[config.mk]
export PLATFORM = sky130hd
export DESIGN_NAME = data_mem_hs
export DESIGN_NICKNAME = d
export VERILOG_FILES = /design/src/rtl/data_mem_hs.sv
export SDC_FILE = /design/constraint.sdc
export NUM_CORES = 2
export LEC_CHECK = 0
export CAP_MARGIN = 20
export CORE_UTILIZATION = 54
export DETAILED_ROUTE_END_ITERATION = 8
export PLACE_DENSITY = 0.67
export SLEW_MARGIN = 20
export SYNTH_ARGS = -nofsm -noshare
export SYNTH_HDL_FRONTEND = slang
export SYNTH_SLANG_ARGS = --single-unit
[constraint.sdc]
create_clock -name clock -period 10.35 [get_ports clock]
set_input_delay 3.105 -clock clock [delete_from_list [all_inputs] [get_ports clock]]
set_output_delay 3.105 -clock clock [all_outputs]
set_load 0.01 [all_outputs]
[src/rtl/data_mem_hs.sv]
// Handshaked single-port data RAM for the jacaranda-8 load/store path,
// with a hardware clear engine that zeroes the array after reset and on demand.
module data_mem_hs #(
    parameter int DATA_W         = 8,
    parameter int ADDR_W         = 8,
    parameter bit CLEAR_ON_RESET = 1'b1
) (
    input  logic              clock,
    input  logic              reset_n,
    input  logic              req_valid,
    output logic              req_ready,
    input  logic              req_we,
    input  logic [ADDR_W-1:0] req_addr,
    input  logic [DATA_W-1:0] req_wdata,
    output logic              rsp_valid,
    output logic [DATA_W-1:0] rsp_rdata,
    input  logic              clear_req,
    output logic              busy,
    output logic              dbg_state
);

    // Handshake: a request is taken on any rising edge where req_valid && req_ready;
    // req_we/addr/wdata only matter in that cycle. Reads answer with a one-cycle
    // rsp_valid pulse on the next cycle and there is no response backpressure.

    localparam int                DEPTH     = 2 ** ADDR_W;
    localparam logic [ADDR_W-1:0] LAST_ADDR = '1;

    typedef enum logic {
        ST_IDLE  = 1'b0,
        ST_CLEAR = 1'b1
    } state_e;

    localparam state_e RESET_STATE = CLEAR_ON_RESET ? ST_CLEAR : ST_IDLE;

    logic [DATA_W-1:0] mem [DEPTH];

    state_e            state_q, state_d;
    logic [ADDR_W-1:0] cnt_q, cnt_d;
    logic              ready_q, ready_d;
    logic              busy_q, busy_d;
    logic              rsp_valid_q, rsp_valid_d;
    logic [DATA_W-1:0] rsp_rdata_q, rsp_rdata_d;

    logic              accept;
    logic              mem_we;
    logic [ADDR_W-1:0] mem_waddr;
    logic [DATA_W-1:0] mem_wdata;

    // ready_q is high exactly in IDLE, so accept never fires during a sweep.
    assign accept = req_valid && ready_q;

    always_comb begin
        state_d     = state_q;
        cnt_d       = cnt_q;
        ready_d     = ready_q;
        busy_d      = busy_q;
        rsp_valid_d = 1'b0;
        rsp_rdata_d = rsp_rdata_q;
        mem_we      = 1'b0;
        mem_waddr   = req_addr;
        mem_wdata   = req_wdata;

        case (state_q)
            ST_IDLE: begin
                if (accept) begin
                    if (req_we) begin
                        mem_we = 1'b1;
                    end else begin
                        rsp_valid_d = 1'b1;
                        rsp_rdata_d = mem[req_addr];
                    end
                end
                // A request taken alongside clear_req still completes normally.
                if (clear_req) begin
                    state_d = ST_CLEAR;
                    cnt_d   = '0;
                    ready_d = 1'b0;
                    busy_d  = 1'b1;
                end
            end
            ST_CLEAR: begin
                mem_we    = 1'b1;
                mem_waddr = cnt_q;
                mem_wdata = '0;
                cnt_d     = cnt_q + ADDR_W'(1);
                if (cnt_q == LAST_ADDR) begin
                    state_d = ST_IDLE;
                    ready_d = 1'b1;
                    busy_d  = 1'b0;
                end
            end
            default: begin
                state_d = ST_IDLE;
                ready_d = 1'b1;
                busy_d  = 1'b0;
            end
        endcase
    end

    always_ff @(posedge clock or negedge reset_n) begin
        if (!reset_n) begin
            state_q     <= RESET_STATE;
            cnt_q       <= '0;
            ready_q     <= !CLEAR_ON_RESET;
            busy_q      <= CLEAR_ON_RESET;
            rsp_valid_q <= 1'b0;
            rsp_rdata_q <= '0;
        end else begin
            state_q     <= state_d;
            cnt_q       <= cnt_d;
            ready_q     <= ready_d;
            busy_q      <= busy_d;
            rsp_valid_q <= rsp_valid_d;
            rsp_rdata_q <= rsp_rdata_d;
        end
    end

    // Storage has no reset so it can map onto a RAM macro.
    always_ff @(posedge clock) begin
        if (mem_we) begin
            mem[mem_waddr] <= mem_wdata;
        end
    end

    assign req_ready = ready_q;
    assign busy      = busy_q;
    assign rsp_valid = rsp_valid_q;
    assign rsp_rdata = rsp_rdata_q;
    assign dbg_state = state_q;

endmodule

Word level (Yosys, flattened, before mapping)
Memories as Yosys holds them, arrays and structs flattened. A register that Yosys moved wholly into a read port is not among the register bits.
Cells that the tools add are included.
- register bits after elaboration: 12
- output and inout port bits: 12
- input port bits: 21
- word-level logic and storage cells: 37
- memories: 1
- memory bits (writable): 2048
- eq/ne operators: 3
- multiplexer cells: 21
- reductions and logical operators: 4
- $add $sub $neg: 1
- bitwise gates (word level): 2
- memory list (memory ; words ; bits a word ; read ports ; clocked after Yosys merged registers in ; write ports ; line ; text):
    mem ; 256 ; 8 ; 1 ; 1 ; 1 ; 36 ; logic [DATA_W-1:0] mem [DEPTH];
- operator list (kind ; number):
    2-to-1 mux 8 bit ; 3
    one-hot mux 8 bit (2 select lines) ; 1
    2-to-1 mux 1 bit ; 13
    adder 8 x 1 -> 8 bit, second input constant ; 1
    equality test 8 bit, second input constant ; 1
    one-hot mux 1 bit (2 select lines) ; 4
    AND reduction 3 bit ; 1
    inequality test 2 x 1 -> 1 bit, second input constant ; 1
    inequality test 2 bit, second input constant ; 1
    NOT 1 bit ; 2
    AND reduction 2 bit ; 1
    logical AND 1 bit ; 1
    logical NOT 1 bit ; 1

Longest topological paths before layout
- depth after elaboration: 5
- mapped depth: 13
- depth with buffers taken out: 7

Least setup slack after synthesis
No wires, ideal clock.
- kind: in2reg
- start: in req_wdata[0]
- end: mem mem[0][0], data pin
- path buffers: 0
- arrival time: 9250 ps
- required time: 8903 ps
- stages: 1
- setup time: 1447 ps
- path slack: -347 ps
- cell sequence: nor2b_1
- longest elaborated chain between the ends: 1
- ends and longest elaborated chain (what ; line ; text):
    start, declared ; 14 ; input logic [DATA_W-1:0] req_wdata,
    2-to-1 mux 8 bit ; 64 ; case (state_q)
    end, declared ; 36 ;
Every way passes these cells.

Worst setup path in the final report
- start: in req_addr[0]
- end: mem mem[129][3], enable pin
- longest elaborated chain between the ends: 1
- ends and longest elaborated chain (what ; line ; text):
    start, declared ; 13 ; input logic [ADDR_W-1:0] req_addr,
    2-to-1 mux 8 bit ; 64 ;
Every way passes these cells.

==> results.md <==
### Status
- run status: completed

### Global routing
- initial antenna violation count: 6
- wire length of the first global-routing pass: 298000 microns
- number of global-route vias before repair: 40900
- global route overflow: 0
- total global-route track usage: 27.8%
- largest net degree at the start of global routing: 206

### STA
- Tightest Pin Transition: 1.18 ns
- unrepaired setup endpoints after global routing: no
- relative slew slack: 20.9%
- endpoints failing setup: 0
- Fmax achieved: 151 MHz
- minimum clock period after layout: 6.62 ns
- final critical-path setup slack: 3.73 ns
- count of pins over their slew limit: 0
- fin crit share: 63.9%
- final hold vios: 0
- Final Skew: 0.0395 ns

### Worst setup path
- category of the critical setup timing path: in2reg
- Largest stage delay, worst path: 1.07 ns
- Crit-path slowest cell: o32ai_1
- critical register-to-register path startpoint: dbg_state
- crit path buf inv count: 2
- worst flop-to-flop path endpoint: rsp_rdata[7]
- category of the worst setup path launch point: input pin
- Crit Path Max Fanout: 36
- Arrival @ worst endpoint: 7.06 ns
- slack of the worst reg-to-reg path: 5.92 ns
- Critical Path End Type: flop
- logic depth of the worst setup path including buffers: 5
- cell depth of the worst flop-to-flop path: 8
- chain of cells forming the critical path: buf_8 -> inv_2 -> o32ai_1 -> nand3_2 -> nor2_1
- Critical Path Source: req_addr[0]
- critical path required time: 10.79 ns
- kind of cell with the highest combined delay on the critical path: simple AND/OR/NAND/NOR gates

### Clock network
- TritonCTS clock tree: yes
- Clock Root Buffer: clkbuf_16
- CTS Buf Count: 197
- clock-pin slew of the registers on the worst-case setup and hold paths: 0.06 ns
- maximum buffer depth of the clock tree: 3
- number of cells upsized or downsized after cts: 0
- post-CTS setup buffer count: 0
- clk sink count: 2068
- hold-fix buffers at CTS: 0
- number of H-tree levels: 4
- insertion delay to the later sink of the worst-skew pair: 0.85 ns

### Synthesis
- gate count after technology mapping: 4052
- post-synthesis sequential area ratio: 76.5%
- count of different cell masters after synthesis: 74
- net count after synthesis: 4074
- Mean Syn Cell Area: 20.0 sq um
- mapped cell area: 0.0810 sq mm
- number of storage elements in the synthesis netlist: 2068
- Most used DFF post-synth: edfxtp_1
- synth warn: 0
- biggest area consumer among synthesized cells: edfxtp_1
- number of synthesized flops with an enable pin: 2048
- biggest area contributors in the synthesized netlist: edfxtp_1 76%, mux4_2 9.6%, mux2i_1 3.5%, nor2_1 1.5%, mux4_1 1.0%
- fraction of registers with async set or reset after synthesis: 0.967%
- share of the synthesized area in the top cell type: 75.9%

### Die
- placement row count: 141
- die area: 0.152 sq mm
- initial core utilization: 54.6%
- Chip Width: 389 microns
- total I/O pin count: 33
- vertical extent of the die: 389 microns
- Floorplan Core Area: 0.148 sq mm

### Routing
- First DRT Iteration DRCs: 5743
- total routed wirelength: 209000 microns
- routed wire length per instance: 33.3 microns
- total iterations of the first detailed-routing run: 6
- vias per std cell: 6.58
- number of routed nets with antenna violations: 0
- total number of vias: 41400
- # DRC: 0

### Placement
- Final Wtd Congestion: 0.905
- Worst Setup Slack post-DPL: 2.95 ns
- Port-buffer cells: 32
- placed wire-length estimate after detailed placement: 126000 microns
- count of placed standard cells including taps: 5931

### Layout
- final standard cell count with taps included and fillers excluded: 6291
- commonest non-fill, non-tap cells in the layout: 2048 x edfxtp_1, 344 x mux4_2, 324 x nor2_1
- Sequential Area: 0.0620 sq mm
- layout overhead on the synthesized area: 10.2%
- layout cells sized above 1: 17.1%
- final layout net count: 4150
- fill cell count: 10400
- total area of multi-input combinational cells: 0.0175 sq mm
- commonest non-fill, non-tap cell in the layout: edfxtp_1

### Worst hold path
- Min-Delay Startpoint: busy
- min-delay worst type: reg2reg
- Hold Path Stages: 2
- worst-case hold path end point: busy

### Pwr
- Comb power frac: 7.9%
- fraction of power consumed by sequential logic: 53.1%
- leakage power of the design: 0.0286 uW
- Pwr Density: 198 mW/mm^2
- internal power: 13500 uW
- clock network fraction of design power: 39.0%
- power spent charging and discharging nets: 4170 uW
- maximum vdd ir drop: 0.178 mV
- switching share of power: 23.6%

### Job
- count of maximum capacitance violations: 0

[sequential cells by signal (all words and copies together) (netlist names)]
| register | cells |
|---|---|
| rsp_rdata | 8 |
| cnt_q | 8 |
| rsp_valid | 1 |
| req_ready | 1 |
| busy | 1 |
| mem | 2048 |
| dbg_state | 1 |
[metal layers]
layer	wire [microns]	track usage, %	share of wire (%)	vias to the layer above
met5	50	0	0.024	-
met3	23900	7.24	11	398
met2	97600	42.2	47	2422
met4	6780	9.39	3.2	8
met1	81200	39.7	39	21600
li1	-	-	-	16900
[cells in the mapped netlist, types with 3 or more instances]
cell type and number:
edfxtp_1 2048, mux4_2 344, nor2_1 328, mux2i_1 287, nand2_1 135, o22ai_1 120
clkbuf_1 74, a22oi_1 61, buf_2 60, a21oi_1 51, a211oi_1 50, nand3_1 49
o221ai_1 48, buf_4 34, o21ai_0 34, buf_6 32, mux4_1 32, nor3_1 26
a2111oi_0 19, dfrtp_1 18, buf_8 16, inv_1 12, nor2b_1 12, o32ai_1 12
buf_1 11, nor4_1 10, a31oi_1 9, o31ai_1 9, or3_1 8, nand2b_1 7
nand4_1 7, o211ai_1 6, a22o_1 5, and2_1 5, buf_12 5, a211o_1 4
a221oi_1 4, clkbuf_4 4, nand3b_1 4, a21o_1 3, and3_1 3, mux2_2 3
or4_1 3
[power by group through the flow]
stage	Clock [uW]	Sequential (uW)	Combinational, uW
floorplan	0	9530	796
global placement	0	9550	1350
detailed placement	0	9560	1360
CTS	6950	9380	1360
global route	7250	9390	1430
finish	6890	9380	1390
[worst reg2reg max path: cells and delay by family (launching register included)]
family	cells	cell delay, ns
buf+inv	2	0.84
flops	1	0.37
simple gates	4	2.21
compound gates	2	0.95
[how the worst max path moves through the flow]
stage                   endpoint  slack, ns
floorplan              mem[0][5]      -0.35
global placement    rsp_rdata[7]       2.40
detailed placement  rsp_rdata[0]       2.95
CTS                 rsp_rdata[0]       3.82
global route        rsp_rdata[1]       3.53
finish               mem[129][3]       3.73
[per-stage QoR]
| stage | utilization (%) | area (sq um) | total power, uW | setup TNS [ns] | hold slack [ns] |
|---|---|---|---|---|---|
| 2_1_floorplan | - | 81000 | 10300 | -177.37 | 0.486 |
| 3_3_place_gp | 56.0 | 83100 | 10900 | 0 | 0.481 |
| 3_5_place_dp | 56.0 | 83100 | 10900 | 0 | 0.487 |
| 4_1_cts | 60.1 | 89200 | 17700 | 0 | 0.498 |
| 5_1_grt | 60.1 | 89200 | 18100 | 0 | 0.557 |
| 6_report | 60.1 | 89200 | 17700 | 0 | 0.500 |
[cell type report]
type                            instances  area share [%]
Sequential cell                      2068            69.5
Tap cell                             2002            2.81
Inverter                               14          0.0617
Multi-Input combinational cell       1732            19.6
Clock buffer                          252            5.80
Timing Repair Buffer                  115            1.24
Antenna cell                            3         0.00841
Clock inverter                        105            1.02
[kinds of logic after synthesis]
group	synth area share [%]
AOI/OAI and AO/OA	3.96
xor gates and xnor gates	0.0324
adders and majority gates	0.0154
buffers and inverters	2.08
DFF	76.5
muxes	14.2
and+or+nand+nor	3.19
No activity file was read; power rests on OpenSTA's default activity.
